<file path="config.mk">
export PLATFORM = sky130hd
export DESIGN_NAME = icache_miss_handler
export DESIGN_NICKNAME = d
export VERILOG_FILES = /design/src/rtl/icache_miss_handler.sv
export SDC_FILE = /design/constraint.sdc
export NUM_CORES = 1
export LEC_CHECK = 0
export CORE_MARGIN = 10
export CORE_UTILIZATION = 40
export CTS_CLUSTER_DIAMETER = 80
export DETAILED_ROUTE_END_ITERATION = 7
export PLACE_DENSITY = 0.72
export SLEW_MARGIN = 30
export SYNTH_ARGS = -nofsm -noshare
export SYNTH_HDL_FRONTEND = slang
export SYNTH_SLANG_ARGS = --single-unit
</file>
<file path="constraint.sdc">
create_clock -name clk -period 2.1 [get_ports clk]
set_input_delay 0.525 -clock clk [delete_from_list [all_inputs] [get_ports clk]]
set_output_delay 0.525 -clock clk [all_outputs]
set_load 0.03 [all_outputs]
</file>
<file path="src/rtl/icache_miss_handler.sv">
// Instruction-cache miss handler: issues one block read per miss, assembles two
// 32-bit beats into a 64-bit line, and drains fills killed by a backend redirect.
module icache_miss_handler (
   input  logic        clk,
   input  logic        rst,
   input  logic        icache_miss,
   input  logic [31:0] miss_PC,
   input  logic        recovery_PC_valid,
   output logic        mem_req_valid,
   input  logic        mem_req_ready,
   output logic [31:0] mem_req_addr,
   input  logic        mem_resp_valid,
   input  logic [31:0] mem_resp_data,
   output logic [63:0] dram_response,
   output logic        dram_response_valid,
   output logic [31:0] fill_PC,
   output logic        busy
);

   localparam logic [2:0] S_IDLE   = 3'd0;
   localparam logic [2:0] S_REQ    = 3'd1;
   localparam logic [2:0] S_BEAT0  = 3'd2;
   localparam logic [2:0] S_BEAT1  = 3'd3;
   localparam logic [2:0] S_FILL   = 3'd4;
   localparam logic [2:0] S_DRAIN0 = 3'd5;
   localparam logic [2:0] S_DRAIN1 = 3'd6;

   logic [2:0]  state_q, state_d;
   logic [31:0] addr_q, addr_d;
   logic [31:0] low_q, low_d;
   logic [63:0] resp_q, resp_d;
   logic [31:0] fill_pc_q, fill_pc_d;
   logic        req_valid_q, req_valid_d;
   logic        resp_valid_q, resp_valid_d;
   logic        busy_q, busy_d;

   // Next-state and datapath logic; outputs are decoded from the next state so they come straight from flops.
   always_comb begin
      state_d   = state_q;
      addr_d    = addr_q;
      low_d     = low_q;
      resp_d    = resp_q;
      fill_pc_d = fill_pc_q;
      case (state_q)
         S_IDLE: begin
            if (icache_miss && !recovery_PC_valid) begin
               state_d = S_REQ;
               addr_d  = {miss_PC[31:3], 3'b000};
            end else begin
               state_d = S_IDLE;
            end
         end
         S_REQ: begin
            // A handshake in the redirect cycle still owes DRAM two beats.
            if (mem_req_ready) begin
               state_d = recovery_PC_valid ? S_DRAIN0 : S_BEAT0;
            end else if (recovery_PC_valid) begin
               state_d = S_IDLE;
            end else begin
               state_d = S_REQ;
            end
         end
         S_BEAT0: begin
            if (mem_resp_valid) begin
               low_d   = mem_resp_data;
               state_d = recovery_PC_valid ? S_DRAIN1 : S_BEAT1;
            end else if (recovery_PC_valid) begin
               state_d = S_DRAIN0;
            end else begin
               state_d = S_BEAT0;
            end
         end
         S_BEAT1: begin
            if (mem_resp_valid) begin
               if (recovery_PC_valid) begin
                  state_d = S_IDLE;
               end else begin
                  state_d   = S_FILL;
                  resp_d    = {mem_resp_data, low_q};
                  fill_pc_d = addr_q;
               end
            end else if (recovery_PC_valid) begin
               state_d = S_DRAIN1;
            end else begin
               state_d = S_BEAT1;
            end
         end
         S_FILL: begin
            state_d = S_IDLE;
         end
         S_DRAIN0: begin
            if (mem_resp_valid) begin
               state_d = S_DRAIN1;
            end else begin
               state_d = S_DRAIN0;
            end
         end
         S_DRAIN1: begin
            if (mem_resp_valid) begin
               state_d = S_IDLE;
            end else begin
               state_d = S_DRAIN1;
            end
         end
         default: begin
            state_d = S_IDLE;
         end
      endcase
      req_valid_d  = (state_d == S_REQ);
      resp_valid_d = (state_d == S_FILL);
      busy_d       = (state_d != S_IDLE);
   end

   // State and output registers with synchronous reset.
   always_ff @(posedge clk) begin
      if (rst) begin
         state_q      <= S_IDLE;
         addr_q       <= 32'd0;
         low_q        <= 32'd0;
         resp_q       <= 64'd0;
         fill_pc_q    <= 32'd0;
         req_valid_q  <= 1'b0;
         resp_valid_q <= 1'b0;
         busy_q       <= 1'b0;
      end else begin
         state_q      <= state_d;
         addr_q       <= addr_d;
         low_q        <= low_d;
         resp_q       <= resp_d;
         fill_pc_q    <= fill_pc_d;
         req_valid_q  <= req_valid_d;
         resp_valid_q <= resp_valid_d;
         busy_q       <= busy_d;
      end
   end

   assign mem_req_valid       = req_valid_q;
   assign mem_req_addr        = addr_q;
   assign dram_response       = resp_q;
   assign dram_response_valid = resp_valid_q;
   assign fill_PC             = fill_pc_q;
   assign busy                = busy_q;

endmodule

</file>
Yosys cells after proc, flatten, opt, wreduce, memory -nomap -nowiden:

Cells that the tools add are included.

* logic and storage cells: 34
* bits in registers: 160
* output and inout bits: 131

* eq/ne operators: 7
* bitwise gates (word level): 1
* mux-type cells: 11
* reduce and logical (&&, ||, !) cells: 7

Operators with widths (number)
* 3-bit two-way mux: 7
* 3-bit case mux with 6 select lines: 1
* 3-bit equality test, second input constant: 3
* 3-bit by 1-bit equality test with 1-bit output, second input constant: 2
* 3-bit by 2-bit equality test with 1-bit output, second input constant: 2
* 2-bit AND reduction: 2
* 3-bit zero test: 1
* 3-bit AND reduction: 1
* 3-bit nonzero test: 1
* 1-bit two-way mux: 2
* 2-bit two-way mux: 1
* 1-bit logical AND: 1
* 1-bit zero test: 1
* 1-bit NOT: 1

Depth between registers and ports, before layout:

Gate-level depths: netlist (run 1).

* depth after elaboration: 5
* gate-level depth with buffers: 7

Worst setup path after synthesis (run 1):

Ideal clock, no wire load.

* path type: reg2reg
* start: register state_q[2]
* end: register busy_q, in the netlist busy
* slack: 0.652 ns
* setup time: 0.073 ns
* arrival time: 1.375 ns
* required time: 2.027 ns
* period minus slack after synthesis: 1.448 ns
* cell stages (with the launch flop): 6
* path through: dfxtp_1 -> buf_6 -> mux2_2 -> o32a_1 -> a311o_1 -> o211ai_2

* longest elaborated chain between the ends: 3

Ends and longest elaborated chain
* start: declaration: line 28 `logic [2:0] state_q, state_d;`
* start signal: assignment: line 126 `state_q <= state_d;`
* 3-bit equality test (tied with other cells): line 44 `case (state_q)`
* 3-bit case mux with 6 select lines *: line 44
* 3-bit nonzero test *: line 111 `busy_d = (state_d != S_IDLE);`
* end signal: assignment: line 133 `busy_q <= busy_d;`
* end: declaration: line 35 `logic busy_q, busy_d;`

Mark *: on every way between the ends. The rest lies on a longest branch, timed or not.
A chain may end at the register's enable or synchronous reset.

Worst setup path in the final report (run 1):

* start: register addr_q[3], in the netlist mem_req_addr[3]
* end: output port mem_req_addr[3]

RTL lines
* start: declaration: line 29 `logic [31:0] addr_q, addr_d;`
* start signal: assignment: line 127 `addr_q <= addr_d;`
* end: declaration: line 11 `output logic [31:0] mem_req_addr,`

No word-level cell between the ends.

==> results.py, run 1 <==
metrics = {
    "synth": {
        "synthSimpleGateAreaFrac": 0.223,
        "synthAdderAreaFrac": 0.0109,
        "syn_area_per_cell_um2": 7.94,
        "synth-edff-count": 0,
        "post-synth-top-area-fraction": 0.559,
        "synth_seq_cells": 160,
        "synth_warnings": 0,
        "synth_area_um2": 5730,
        "synth_compound_area_frac": 0.147,
        "synthCells": 722,
        "synth.area.mux_share": 0.00590,
        "synth_area_leaders": "dfxtp_1 (56%), nand2_1 (20%), a21oi_1 (14%)",
        "synthXorXnorAreaFrac": 0,
        "yosys.area.top_type": "dfxtp_1",
        "dominantRegCellSynth": "dfxtp_1",
        "synth-seq-area-share": 0.559,
        "synth_top_family_by_area": "simple AND/OR/NAND/NOR gates",
        "async_flop_share": 0,
        "yosysUniqueCellTypes": 32,
    },
    "setup_path": {
        "path_depth": 1,
        "max_stage_delay_ps": 710,
        "crit_buf_inv": 1,
        "cp_data_arrival_time_ps": 1490,
        "critPathLaunchType": "register",
        "cp.required_ps": 1570,
        "cp_top_family": "buffers and inverters",
        "worstRegToRegCells": 4,
        "crit_path_end_kind": "primary output",
        "crit_path_top_delay_cell": "clkdlybuf4s50_1",
        "ff2ff_setup_slack_ps": 440,
        "crit_type": "register to primary output",
        "path_cells": "clkdlybuf4s50_1",
        "cp_max_fo": 3,
    },
    "final_layout": {
        "layout.cells.most_common_list": "nand2_1 (310), clkdlybuf4s50_1 (190), dfxtp_1 (160)",
        "final_common_cell": "nand2_1",
        "final_nets": 977,
        "antenna_cells": 0,
        "drive_gt1_frac": 0.0689,
        "stdcell_area_um2": 8580,
        "area_delta_synth_final_pct": 49.7,
    },
    "clock_tree": {
        "clk_pin_slew_ps": 60,
        "cts_tree": "done",
        "cts_sinks": 160,
        "htree_levels": 4,
        "hold_buffers": 0,
        "clk_latency_ps": 420,
        "cts_resized": 0,
        "cts_buffers": 17,
        "cts_root_buf": "clkbuf_16",
        "postCtsSetupBuffers": 0,
        "clockBufferDepth": 2,
    },
    "sta": {
        "slew_violations": 0,
        "layout_min_cycle_time_ps": 2020,
        "grt_setup_unrepaired": "false",
        "setup_viol": 0,
        "clock.fmax_ghz": 0.496,
        "setup_ws_ps": 84.6,
        "skew_ps": 5.54,
        "finalCritPeriodShare": 0.960,
        "hold_violations": 0,
    },
    "floorplan": {
        "start_util": 0.411,
        "fp.dieH_um": 140,
        "dieArea_um2": 19500,
        "num_rows": 43,
        "die_w_um": 140,
        "ios": 201,
        "coreArea_um2": 13900,
    },
    "global_routing": {
        "grt_pass1_vias": 5080,
        "grt_overflow": 0,
        "antenna_found_initial": 0,
        "grt_start_max_net_pins": 59,
        "grt_use_total": 0.164,
        "grt_pass1_wl_mm": 26.4,
    },
    "power_and_ir_drop": {
        "p_leak_uw": 0.00295,
        "total_power_uw": 7010,
        "ir_drop_mv": 0.609,
        "powerDensity_nw_per_um2": 817,
    },
    "placed_design": {
        "postPlaceCellArea_um2": 7920,
        "port_buffers": 191,
        "hpwlAfterDp_mm": 11.6,
        "place.gp.congestion": 0.792,
        "dp_slack_ps": -227,
    },
    "route": {
        "drc": 0,
        "ant_nets": 0,
        "wl_per_cell_um": 15.3,
        "vias": 5284,
        "drt-initial-drc-count": 298,
        "wl_mm": 16.8,
        "firstDrtPassIters": 5,
        "viasPerCell": 4.83,
    },
    "flow_run": {
        "cap_violations": 0,
    },
    "hold_path": {
        "min_path_type": "register to register",
        "hold_depth": 2,
    },
    "outcome": {
        "outcome": "finished, final reports clean",
    },
}
==> flip-flops by register name, summed over array words and instances (netlist names) <==
signal,cells
busy,1
dram_response_valid,1
dram_response,64
state_q,3
low_q,32
fill_PC,29
mem_req_addr,29
mem_req_valid,1
==> logic make-up (layout without fill, tap and decap cells) <==
family / after synthesis / after routing
buf+inv: 63 / 251
fa+ha+maj: 5 / 5
compound gates: 162 / 162
flops: 160 / 160
simple gates: 328 / 328
mux: 3 / 3
other cells: 1 / 6
==> path summary, 6_finish.rpt <==
| check | endpoint | startpoint |
|---|---|---|
| max reg2reg | busy | state_q[2] |
| max | mem_req_addr[3] | mem_req_addr[3] |
| min | dram_response[9] | low_q[9] |
| min reg2reg | dram_response[9] | low_q[9] |
==> cells in the mapped netlist (all sizes together) (2+ instances only) <==
cell,number
a21o,2
and3,2
dfxtp,160
a21oi,155
clkbuf,28
mux2,3
inv,4
nand2,310
nor3,2
nor2,2
ha,5
buf,30
nand2b,4
==> power breakdown <==
group	total [uW]	switching [uW]	leakage [uW]	internal [uW]
clock	3400	1220	0.000324	2180
combinational	505	266	0.00134	239
sequential	3110	32.5	0.00129	3080
total	7010	1520	0.00295	5500
==> worst min-delay path: stages, from the launching register on <==
cell and delay (ps):
dfxtp_1 310, nand2_1 50, a21oi_1 50
==> through the flow <==
step                      setup TNS [ps]   util  std cells  hold slack (ps)
after global placement             -4400  0.568       1063              438
after detailed placement           -6490  0.568       1063              443
after floorplan                        0      -        727              432
final                                  0  0.616       1095              446
after global routing                   0  0.616       1095              462
after CTS                              0  0.616       1095              449
==> routing by layer <==
metal | part of all wire | up-vias | GRT usage
li1 | - | 2671 | -
met1 | 0.40 | 2429 | 0.183
met2 | 0.48 | 165 | 0.269
met3 | 0.10 | 19 | 0.0783
met4 | 0.018 | 0 | 0.0571
met5 | 0 | - | 0
==> area by class of cell <==
type                       instances  area [um2]
fill                            1230        5350
inverter                           5        18.8
timing repair buffer             214        2210
tap                              180         225
multi-input combinational        504        2270
clock inverter                    13         208
sequential                       160        3200
clock buffer                      19         453
No activity file was read; power rests on OpenSTA's default activity.
==> run 2: changes to the inputs <==
- RECOVER_POWER: unset -> 25
==> run 2 against run 1 <==
Net effect:
- clock skew about the same
- non-clock buffer count unchanged
- die area unchanged
- design area down 0.73%
- fmax about the same
- combinational power about the same
- worst setup slack worse by 1.1 ps
- register-to-register slack worse by 130 ps
- flip-flop and latch count unchanged
- hold slack better by 1.1 ps
- utilization down 0.45 points
- largest power group unchanged
==> results.py, run 2 (synthesized netlist as in run 1, its figures left out) <==
metrics = {
    "clock_tree": {
        "cts_resized": 0,
        "clockBufferDepth": 2,
        "clk_pin_slew_ps": 60,
        "cts_tree": "done",
        "clk_latency_ps": 420,
        "htree_levels": 4,
        "postCtsSetupBuffers": 0,
        "hold_buffers": 0,
        "cts_sinks": 160,
        "cts_buffers": 17,
        "cts_root_buf": "clkbuf_16",
    },
    "sta": {
        "grt_setup_unrepaired": "false",
        "slew_violations": 0,
        "finalCritPeriodShare": 0.960,
        "hold_violations": 0,
        "tns_ps": 0,
        "skew_ps": 5.27,
        "clock.fmax_ghz": 0.496,
        "setup_viol": 0,
        "layout_min_cycle_time_ps": 2020,
    },
    "setup_path": {
        "critPathLaunchType": "register",
        "cp_max_fo": 3,
        "crit_type": "register to primary output",
        "crit_start": "mem_req_addr[3]",
        "r2r_end": "fill_PC[24]",
        "reg2reg_from": "state_q[2]",
        "crit_buf_inv": 1,
        "path_cells": "clkdlybuf4s50_1",
        "cp_data_arrival_time_ps": 1490,
        "crit_path_top_delay_cell": "clkdlybuf4s50_1",
        "max_stage_delay_ps": 710,
        "cp.required_ps": 1570,
        "cp_top_family": "buffers and inverters",
        "worstRegToRegCells": 5,
        "ff2ff_setup_slack_ps": 310,
        "crit_path_end_kind": "primary output",
    },
    "final_layout": {
        "final_nets": 977,
        "area_delta_synth_final_pct": 48.6,
        "largest_reg_flops": 64,
        "layout.cells.most_common_list": "nand2_1 (310), clkdlybuf4s50_1 (189), dfxtp_1 (160)",
        "fin_util": 0.611,
        "antenna_cells": 0,
        "seqCellArea_um2": 3200,
        "multiInputGateArea_um2": 2270,
        "final_common_cell": "nand2_1",
        "fillers": 1240,
        "drive_gt1_frac": 0.0656,
    },
    "route": {
        "ant_nets": 0,
        "met3_length_mm": 1.55,
        "wl_met2_mm": 8.08,
        "firstDrtPassIters": 4,
        "highest_layer": "met4",
        "drt-initial-drc-count": 300,
        "drc": 0,
        "viasPerCell": 4.83,
        "wl_mm": 16.9,
        "vias": 5284,
        "met1_length_mm": 6.92,
        "wl_per_cell_um": 15.4,
    },
    "floorplan": {
        "ios": 201,
        "dieArea_um2": 19500,
        "start_util": 0.411,
        "coreArea_um2": 13900,
        "die_w_um": 140,
        "fp.dieH_um": 140,
        "num_rows": 43,
    },
    "global_routing": {
        "grt_pass1_wl_mm": 26.4,
        "grt_start_max_net_pins": 59,
        "grt_pass1_vias": 5080,
        "antenna_found_initial": 0,
        "grt_overflow": 0,
        "grt_use_total": 0.164,
    },
    "hold_path": {
        "hold_start": "low_q[9]",
        "min_path_type": "register to register",
        "holdPathEnd": "dram_response[9]",
        "hold_depth": 2,
    },
    "placed_design": {
        "port_buffers": 191,
        "hpwlAfterDp_mm": 11.6,
        "place.gp.congestion": 0.792,
    },
    "outcome": {
        "outcome": "finished, final reports clean",
    },
    "power_and_ir_drop": {
        "ir_drop_mv": 0.611,
        "powerDensity_nw_per_um2": 823,
        "p_leak_uw": 0.00292,
    },
    "flow_run": {
        "cap_violations": 0,
    },
}
## run 2: metrics by stage
| stage | hold WS [ps] | worst slack (ps) | instance area, um2 | power (uW) | cells |
|---|---|---|---|---|---|
| 4_1_cts | 449 | 58.2 | 8580 | 7100 | 1095 |
| 3_3_place_gp | 438 | -207 | 7920 | 3680 | 1063 |
| 6_report | 447 | 83.6 | 8520 | 7010 | 1095 |
| 5_1_grt | 462 | 11.7 | 8520 | 7240 | 1095 |
| 3_5_place_dp | 443 | -227 | 7920 | 3690 | 1063 |
| 2_1_floorplan | 432 | 424 | 5750 | 3420 | 727 |
## run 2: area by class of cell
cell class / count / area share
flip-flops and latches: 160 / 0.376
multi-input cells: 504 / 0.266
repair buffers: 214 / 0.252
clock buffers: 19 / 0.0532
well taps: 180 / 0.0264
clock inverters: 13 / 0.0244
inverters: 5 / 0.00220
## run 2: worst max path at each step
stage                          end  slack, ps  cells after the start
2_1_floorplan  dram_response_valid        420                      5
3_3_place_gp   dram_response_valid       -210                      6
3_5_place_dp   dram_response_valid       -230                      6
4_1_cts           mem_req_addr[31]         60                      1
5_1_grt          dram_response[24]         10                      7
6_report           mem_req_addr[3]         80                      1
## run 2: power breakdown
group          switching, uW  internal [uW]  leakage (uW)
clock network           1220           2180      0.000324
registers               32.5           3080       0.00129
logic                    267            234       0.00130
## run 2: routing by layer
layer | GRT usage | up-vias
li1 | - | 2667
met4 | 0.0571 | 0
met3 | 0.0783 | 19
met5 | 0 | -
met1 | 0.183 | 2451
met2 | 0.269 | 147
